--- config.mk ---
export PLATFORM = sky130hd
export DESIGN_NAME = warp_state_ctrl
export DESIGN_NICKNAME = d
export VERILOG_FILES = /design/src/rtl/warp_state_pkg.sv /design/src/rtl/warp_state_rr_arb.sv /design/src/rtl/warp_state_ctrl.sv
export SDC_FILE = /design/constraint.sdc
export NUM_CORES = 1
export LEC_CHECK = 0
export ABC_AREA = 1
export CAP_MARGIN = 40
export CORE_AREA = 3 3 113 115
export CTS_CLUSTER_DIAMETER = 50
export CTS_CLUSTER_SIZE = 8
export DETAILED_ROUTE_END_ITERATION = 10
export DIE_AREA = 0 0 116 118
export HOLD_SLACK_MARGIN = 0.15
export PLACE_DENSITY = 0.82
export RECOVER_POWER = 100
export SLEW_MARGIN = 20
export SYNTH_ARGS = -nofsm -noshare
export SYNTH_HDL_FRONTEND = slang
export SYNTH_SLANG_ARGS = --single-unit
--- constraint.sdc ---
create_clock -name clk -period 4.6 [get_ports clk]
set_input_delay 0.92 -clock clk [delete_from_list [all_inputs] [get_ports clk]]
set_output_delay 0.92 -clock clk [all_outputs]
set_load 0.05 [all_outputs]
--- src/rtl/warp_state_pkg.sv ---
// Shared types for the warp state controller.
// Holds the FSM states, the arbiter grant encoding and the warp-id width helper.
package warp_state_pkg;

    typedef enum logic [1:0] {
        IDLE = 2'd0,
        RUN  = 2'd1,
        DONE = 2'd2
    } state_e;

    typedef enum logic {
        GRANT_SPAWN = 1'b0,
        GRANT_TMC   = 1'b1
    } grant_e;

    // Warp-id width, kept at least one bit wide so a port can always be declared.
    function automatic int wid_bits(input int num_warps);
        return (num_warps > 1) ? $clog2(num_warps) : 1;
    endfunction

    localparam int DEFAULT_NUM_WARPS = 4;
    localparam int DEFAULT_WID_BITS  = wid_bits(DEFAULT_NUM_WARPS);

endpackage

--- src/rtl/warp_state_rr_arb.sv ---
// Two-requester round-robin arbiter between warp-spawn and TMC.
// rr_last names the most recent contention winner and only moves on contention.
module warp_state_rr_arb
    import warp_state_pkg::*;
(
    input  logic clk,
    input  logic reset,
    input  logic enable,
    input  logic req_spawn,
    input  logic req_tmc,
    output logic grant_spawn,
    output logic grant_tmc
);

    grant_e rr_last;
    logic   contention;

    assign contention = enable && req_spawn && req_tmc;

    always_comb begin
        grant_spawn = 1'b0;
        grant_tmc   = 1'b0;
        if (contention) begin
            if (rr_last == GRANT_TMC) begin
                grant_spawn = 1'b1;
            end else begin
                grant_tmc = 1'b1;
            end
        end else if (enable) begin
            grant_spawn = req_spawn;
            grant_tmc   = req_tmc;
        end
    end

    // Reset to TMC so spawn wins the very first contention.
    always_ff @(posedge clk or posedge reset) begin
        if (reset) begin
            rr_last <= GRANT_TMC;
        end else if (contention) begin
            rr_last <= grant_spawn ? GRANT_SPAWN : GRANT_TMC;
        end
    end

endmodule

--- src/rtl/warp_state_ctrl.sv ---
// Per-warp activation state, thread masks and scheduler perf counters for one core.
// Sequences IDLE -> RUN -> DONE and applies arbitrated spawn / TMC requests.
module warp_state_ctrl
    import warp_state_pkg::*;
#(
    parameter int NUM_WARPS       = 4,
    parameter int NUM_THREADS     = 4,
    parameter int PERF_CTR_BITS   = 44,
    parameter int COMMIT_CNT_BITS = 3,
    parameter int WID_BITS        = wid_bits(NUM_WARPS)
) (
    input  logic                               clk,
    input  logic                               reset,
    input  logic                               start,
    input  logic                               wspawn_valid,
    input  logic [NUM_WARPS-1:0]               wspawn_wmask,
    output logic                               wspawn_ready,
    input  logic                               tmc_valid,
    input  logic [WID_BITS-1:0]                tmc_wid,
    input  logic [NUM_THREADS-1:0]             tmc_tmask,
    output logic                               tmc_ready,
    input  logic                               commit_valid,
    input  logic [COMMIT_CNT_BITS-1:0]         commit_cnt,
    output logic [PERF_CTR_BITS-1:0]           cycles,
    output logic [PERF_CTR_BITS-1:0]           instret,
    output logic [NUM_WARPS-1:0]               active_warps,
    output logic [NUM_WARPS*NUM_THREADS-1:0]   thread_masks,
    output logic                               busy
);

    state_e                             state;
    state_e                             next_state;
    logic [NUM_WARPS-1:0]               next_active;
    logic [NUM_WARPS*NUM_THREADS-1:0]   next_masks;
    logic                               in_run;

    assign in_run = (state == RUN);
    assign busy   = in_run;

    // Requests are only ever granted in RUN, which also excludes the start cycle.
    warp_state_rr_arb u_arb (
        .clk         (clk),
        .reset       (reset),
        .enable      (in_run),
        .req_spawn   (wspawn_valid),
        .req_tmc     (tmc_valid),
        .grant_spawn (wspawn_ready),
        .grant_tmc   (tmc_ready)
    );

    always_comb begin
        next_state  = state;
        next_active = active_warps;
        next_masks  = thread_masks;
        case (state)
            IDLE, DONE: begin
                if (start) begin
                    next_state                  = RUN;
                    next_active                 = '0;
                    next_active[0]              = 1'b1;
                    next_masks                  = '0;
                    next_masks[NUM_THREADS-1:0] = '1;
                end
            end
            RUN: begin
                if (wspawn_ready) begin
                    for (int w = 0; w < NUM_WARPS; w++) begin
                        if (wspawn_wmask[w] && !active_warps[w]) begin
                            next_active[w]                            = 1'b1;
                            next_masks[w*NUM_THREADS +: NUM_THREADS]  = NUM_THREADS'(1);
                        end
                    end
                end
                // TMC to an inactive warp is accepted but leaves state untouched.
                if (tmc_ready) begin
                    for (int w = 0; w < NUM_WARPS; w++) begin
                        if ((WID_BITS'(w) == tmc_wid) && active_warps[w]) begin
                            if (tmc_tmask != '0) begin
                                next_masks[w*NUM_THREADS +: NUM_THREADS] = tmc_tmask;
                            end else begin
                                next_active[w]                           = 1'b0;
                                next_masks[w*NUM_THREADS +: NUM_THREADS] = '0;
                            end
                        end
                    end
                end
                if (next_active == '0) begin
                    next_state = DONE;
                end
            end
            default: begin
                next_state = IDLE;
            end
        endcase
    end

    always_ff @(posedge clk or posedge reset) begin
        if (reset) begin
            state        <= IDLE;
            active_warps <= '0;
            thread_masks <= '0;
        end else begin
            state        <= next_state;
            active_warps <= next_active;
            thread_masks <= next_masks;
        end
    end

    // Counters wrap freely; cycles survives restarts, instret counts in every state.
    always_ff @(posedge clk or posedge reset) begin
        if (reset) begin
            cycles  <= '0;
            instret <= '0;
        end else begin
            if (in_run) begin
                cycles <= cycles + 1'b1;
            end
            if (commit_valid) begin
                instret <= instret + {{(PERF_CTR_BITS-COMMIT_CNT_BITS){1'b0}}, commit_cnt};
            end
        end
    end

endmodule

==> run_results.csv <==
group,metric,value,unit
timing,slew_headroom,3.59,%
yosys,synth_ff_type,"dfrtp_1",
yosys,async_flop_share,100,%
floorplan,fp.dieH,118,um
layout,antenna_cells,0,
yosys,syn_area,5980,um2
detailed_routing,route.detailed.drc,0,
cts,clock-sinks,111,
setup_path,cp.required,3.68,ns
yosys,synth_edf_count,0,
placed_design,hpwl,11.1,mm
global_route,grt_pass1_vias,5127,
setup_path,r2r-start,"state[0]",
global_route,grt_antenna_before_repair,0,
cts,cts_tree,"built",
placed_design,port_buffers,129,
setup_path,worstPathCellList,"dlygate4sd3_1 -> nand3_1 -> a21oi_1 -> dlygate4sd3_1",
setup_path,crit_slowest_cell,"dlygate4sd3_1",
detailed_routing,drtPass1Iterations,5,
timing,slew_viol_final,0,
timing,fin_skew,0.00860,ns
floorplan,start_util,50.2,%
placed_design,place_inst,1002,
yosys,synth_seq_cells,111,
layout,final_cell_area,7610,um2
global_route,grt_first_pass_wirelength,24.0,mm
setup_path,cp.arrival,3.06,ns
job,maxCapViolCount,0,
setup_path,start_kind,"input port",
timing,fin_crit,3.98,ns
cts,clock_tree.buffer_depth,2,
worst_hold_path,min_path_type,"reg2reg",
yosys,syn_avg_cell_area,8.24,um2
status,outcome,"finished, final reports clean",
cts,holdBufCountCts,0,
layout,drive_gt1_share,4.13,%
cts,ctsRootBufferMaster,"clkbuf_16",
layout,final_cells,1018,
global_route,grt.total_usage,21.5,%
placed_design,place_congestion,0.893,
floorplan,die_w,116,um
detailed_routing,final_antenna_net_count,0,
layout,final_nets,891,
yosys,syn_inst,726,
timing,setup_slack,0.620,ns
setup_path,critPathCaptureType,"output port",
timing,final_hold_viol_count,0,
cts,cts_made_buffers,9,
placed_design,dpl_worst_slack,1.01,ns
timing,rsz0062_at_grt,"no",
detailed_routing,detail_route.wl_per_cell,14.1,um
power,p_total,3.26,mW
global_route,grt-ovfl-total,0,
setup_path,worstSetupPathType,"in2out",
timing,fmax,0.251,GHz
timing,setup_violations,0,
detailed_routing,vias,5216,
setup_path,startpoint,"wspawn_valid",
cts,cts.htree.levels,3,
setup_path,critPathMaxFanout,9,
setup_path,crit_top_cell,"dlygate4sd3_1",
floorplan,dieArea,13700,um2
cts,cts_resized,0,
floorplan,ios,130,
timing,tns,0,ns
floorplan,design.core.area,11900,um2
worst_hold_path,hold_start,"cycles[43]",
power,p_per_area,428,nW/um2
placed_design,placed_area,7460,um2
detailed_routing,wirelength,14.3,mm
detailed_routing,viasPerCell,5.12,
global_route,grt_max_degree,67,
detailed_routing,drt_iter0_markers,317,
yosys,yosysWarningCount,0,
layout,syn2layout_area_growth,27.3,%
yosys,syn-num-nets,750,
setup_path,max_stage_delay,0.96,ns
timing,worstMarginPinSlew,1.44,ns
yosys,yosysUniqueCellTypes,33,
cts,postCtsSetupBuffers,0,
power,p_leak,3.74,nW
cts,path_clk_slew,0.07,ns
timing,timing.final.crit_share,86.5,%
yosys,ys_seq_area_share,46.5,%
power,ir_drop,0.331,mV
layout,final_core_util,63.9,%
cts,clock_latency,0.34,ns
timing,whs,0.469,ns
floorplan,row_count,40,
layer usage:
layer	vias to the layer above	GRT usage (%)	share of wire (%)
li1	2604	-	-
met3	20	2.62	4.1
met2	153	35.2	49
met1	2439	29.4	45
met5	-	0	0
met4	0	7.54	2.0
flip-flops by register name, summed over array words and instances (netlist names):
signal and cells:
state 2, u_arb.rr_last 1, thread_masks 16, active_warps 4, instret 44, cycles 44
logic make-up (layout without fill, tap and decap cells):
kind of cell,Yosys count,count (layout),share of synthesized area (%)
buf+inv,93,238,5.88
flops,111,111,46.5
xor+xnor,73,73,10.7
fa+ha+maj,5,5,1.17
compound gates,31,31,3.47
simple gates,413,413,32.3
synthesized netlist by cell type (3+ instances only):
| cell type | instances | share of area, % |
|---|---|---|
| nand2_1 | 190 | 12 |
| dfrtp_1 | 110 | 46 |
| inv_1 | 89 | 5.6 |
| nor2_1 | 78 | 4.9 |
| nand3_1 | 55 | 4.6 |
| xnor2_1 | 39 | 5.7 |
| xor2_1 | 34 | 5.0 |
| nor3_1 | 24 | 2.0 |
| nand4_1 | 18 | 1.9 |
| nor2_2 | 13 | 1.4 |
| o22ai_1 | 12 | 1.3 |
| nor2_4 | 9 | 1.7 |
| nand2_2 | 6 | 0.63 |
| nand3b_1 | 6 | 0.75 |
| o21ai_0 | 5 | 0.42 |
| a21oi_1 | 4 | 0.33 |
| ha_1 | 4 | 0.84 |
| nor4_1 | 4 | 0.42 |
| o211ai_1 | 4 | 0.50 |
| nand2_4 | 3 | 0.56 |
critical path, delay by kind of cell:
family	cells	cell delay, ns
buf+inv	2	1.53
simple gates	1	0.11
compound gates	1	0.50
layout make-up:
class | instances | area, um2
clock inverters | 4 | 22.5
multi-input cells | 522 | 2720
fillers | 1039 | 4300
flip-flops and latches | 111 | 2780
inverters | 91 | 343
clock buffers | 11 | 243
repair buffers | 132 | 1330
well taps | 147 | 184
final timing paths:
check                                        end  slack, ns  cells past startpoint
worst min-delay path                  cycles[43]       0.47                      1
max in group asynchronous             cycles[12]       1.69                      4
worst max-delay path                wspawn_ready       0.62                      4
worst max register to register        cycles[31]       1.58                      6
worst min register to register        cycles[43]       0.47                      1
min in group asynchronous       thread_masks[10]       1.06                      2
report_power, final:
group	switching, mW	internal, mW
Clock	0.334	0.377
Combinational	0.914	0.368
Sequential	0.134	1.13
cell usage in the layout (no fill, tap or decap), types with 2 or more instances in the layout:
cell | Yosys | layout
nand4_1 | 18 | 18
clkbuf_16 | 0 | 9
a21oi_1 | 4 | 6
clkbuf_1 | 0 | 3
nand3_1 | 55 | 56
nand2_4 | 3 | 3
clkdlybuf4s50_1 | 0 | 13
nor4_1 | 4 | 4
o22ai_1 | 12 | 12
o21bai_1 | 2 | 2
nor2_1 | 78 | 93
ha_1 | 4 | 4
nand2_1 | 190 | 191
clkinv_2 | 0 | 3
xor2_1 | 34 | 34
o21ai_0 | 5 | 7
nor2_2 | 13 | 7
nand2_2 | 6 | 5
nor3_1 | 24 | 25
dfrtp_1 | 110 | 110
xnor2_1 | 39 | 39
o211ai_1 | 4 | 4
dlygate4sd3_1 | 0 | 116
inv_1 | 89 | 90
nand3b_1 | 6 | 6
No activity file was read; power rests on OpenSTA's default activity.
==> edit: new RTL, same flow settings <==
The 3 states of `state_e` get a one-hot encoding in 3 bits.
--- a/src/rtl/warp_state_pkg.sv
+++ b/src/rtl/warp_state_pkg.sv
@@ -2,10 +2,10 @@
 // Holds the FSM states, the arbiter grant encoding and the warp-id width helper.
 package warp_state_pkg;
 
-    typedef enum logic [1:0] {
-        IDLE = 2'd0,
-        RUN  = 2'd1,
-        DONE = 2'd2
+    typedef enum logic [2:0] {
+        IDLE = 3'b001,
+        RUN  = 3'b010,
+        DONE = 3'b100
     } state_e;
 
     typedef enum logic {
Check against the original RTL: no difference found for any inputs over 10 cycles, from zero or initial values and one cycle with reset high; not proved beyond that.
==> edit against the original RTL <==
Total power decreased by 20%. Clock skew about the same. Wire length decreased by 1.9%. First-iteration DRC count increased by 3.8%. Critical path type is now flip-flop to primary output. Worst setup slack improved by 0.12 ns. Core utilization decreased by 0.33 points. Design area decreased by 0.51%. Die area unchanged. Sequential cell count increased by 1. Largest power group is now registers. Cell count decreased by 2.3%. Synthesized area decreased by 0.29%. Largest cell class unchanged.
==> edit: results (changes against the original RTL) <==
grt_pass1_wl_um: 23900  # -0.43%
place_congestion: 0.905  # +1.4%
wirelength_um: 14100  # -1.9%
grt_pass1_vias: 5148  # +0.41%
worstSetupEndpoint: "busy"
yosys-top-cells-area: "dfrtp_1 46%, nand2_1 12%, xor2_1 6.6%"
peakVddDrop_uv: 211  # -36%
hold_path_end: "thread_masks[13]"
htree_num_levels: 3  # unchanged
layout-drive-gt1-share_pct: 4.48  # +0.35 points
use_met2_pct: 34.4  # -0.86 points
holdPathStages: 2  # +1
wl_met3_um: 668  # +12%
syn_nets: 728  # -2.9%
first_iter_violations: 329  # +3.8%
outcome: "finished, final reports clean"
largest_registers: "cycles (44), instret (44), thread_masks (16)"
netlist_top_cells_count: "184 x nand2_1, 110 x dfrtp_1, 82 x inv_1"
synth_cell_types: 40  # +21%
min_from: "thread_masks[13]"
max_stage_delay_ns: 0.93  # -0.03 ns
yosysSeqAreaShare_pct: 47.1  # +0.58 points
syn_avg_cell_area_sq_um: 8.47  # +2.8%
grt_util_met1_pct: 28.9  # -0.50 points
track_usage_pct: 21.2  # -0.30 points
hold_ws_ns: 0.466  # -0.00287 ns
n_fill_cell: 1037  # -0.19%
cp.arrival_ns: 2.94  # -0.12 ns
fin_nets: 867  # -2.7%
reg2reg_slack_ns: 1.56  # -0.02 ns
power.leakage_nw: 3.95  # +5.6%
dp_cells: 978  # -2.4%
reg2reg_depth: 9  # +3
fmax_mhz: 259  # +3.1%
postSynth.asyncResetShare_pct: 100  # unchanged
relSlewSlack_pct: 12.4  # +8.8 points
wl_met1_um: 6500  # unchanged
r2r-end: "cycles[29]"
portBuffers: 129  # unchanged
post-place-ws_ns: 1.06  # +0.0554 ns
stdcell_count: 995  # -2.3%
grt_max_degree: 68  # +1.5%
crit_fanout: 23  # +14
route.vias.total: 5114  # -2.0%
yosysWarnings: 0  # unchanged
dr_wl_met2_um: 6650  # -4.4%
cp-startpoint: "state[0]"
drt_pass1_iterations: 5  # unchanged
post_dp_cell_area_sq_um: 7430  # -0.49%
use_met3_pct: 3.39  # +0.77 points
numCtsBuffers: 9  # unchanged
fin_skew_ns: 0.00895  # +0.000346 ns
cts_buffer_depth: 2  # unchanged
dpl.hpwl_um: 10800  # -3.1%
==> edit: final cells by class <==
type	instances	area [sq um]	share of cell area, %
Multi-Input combinational cell	503	2660	35.1
Clock buffer	10	239	3.16
Timing Repair Buffer	132	1320	17.4
Tap cell	147	184	2.43
Inverter	85	320	4.23
Clock inverter	6	51.3	0.677
Sequential cell	112	2810	37.0
==> edit: where the power goes <==
group / internal (mW) / switching, mW
Clock: 0.390 / 0.368
Combinational: 0.196 / 0.491
Sequential: 1.06 / 0.0849
==> edit: cell families after synthesis <==
family	Yosys count	share of synthesized area, %
XOR/XNOR	80	11.8
buffers and inverters	89	5.83
AO/OA/AOI/OAI	31	3.09
AND/OR/NAND/NOR	387	31.1
adder cells (fa/ha/maj)	5	1.18
flip-flops	112	47.1
==> edit: critical path: cells and delay by family, from the launching register on <==
kind	cells	cell delay, ns
buffers and inverters	2	1.44
AND/OR/NAND/NOR	2	0.77
flip-flops	1	0.39
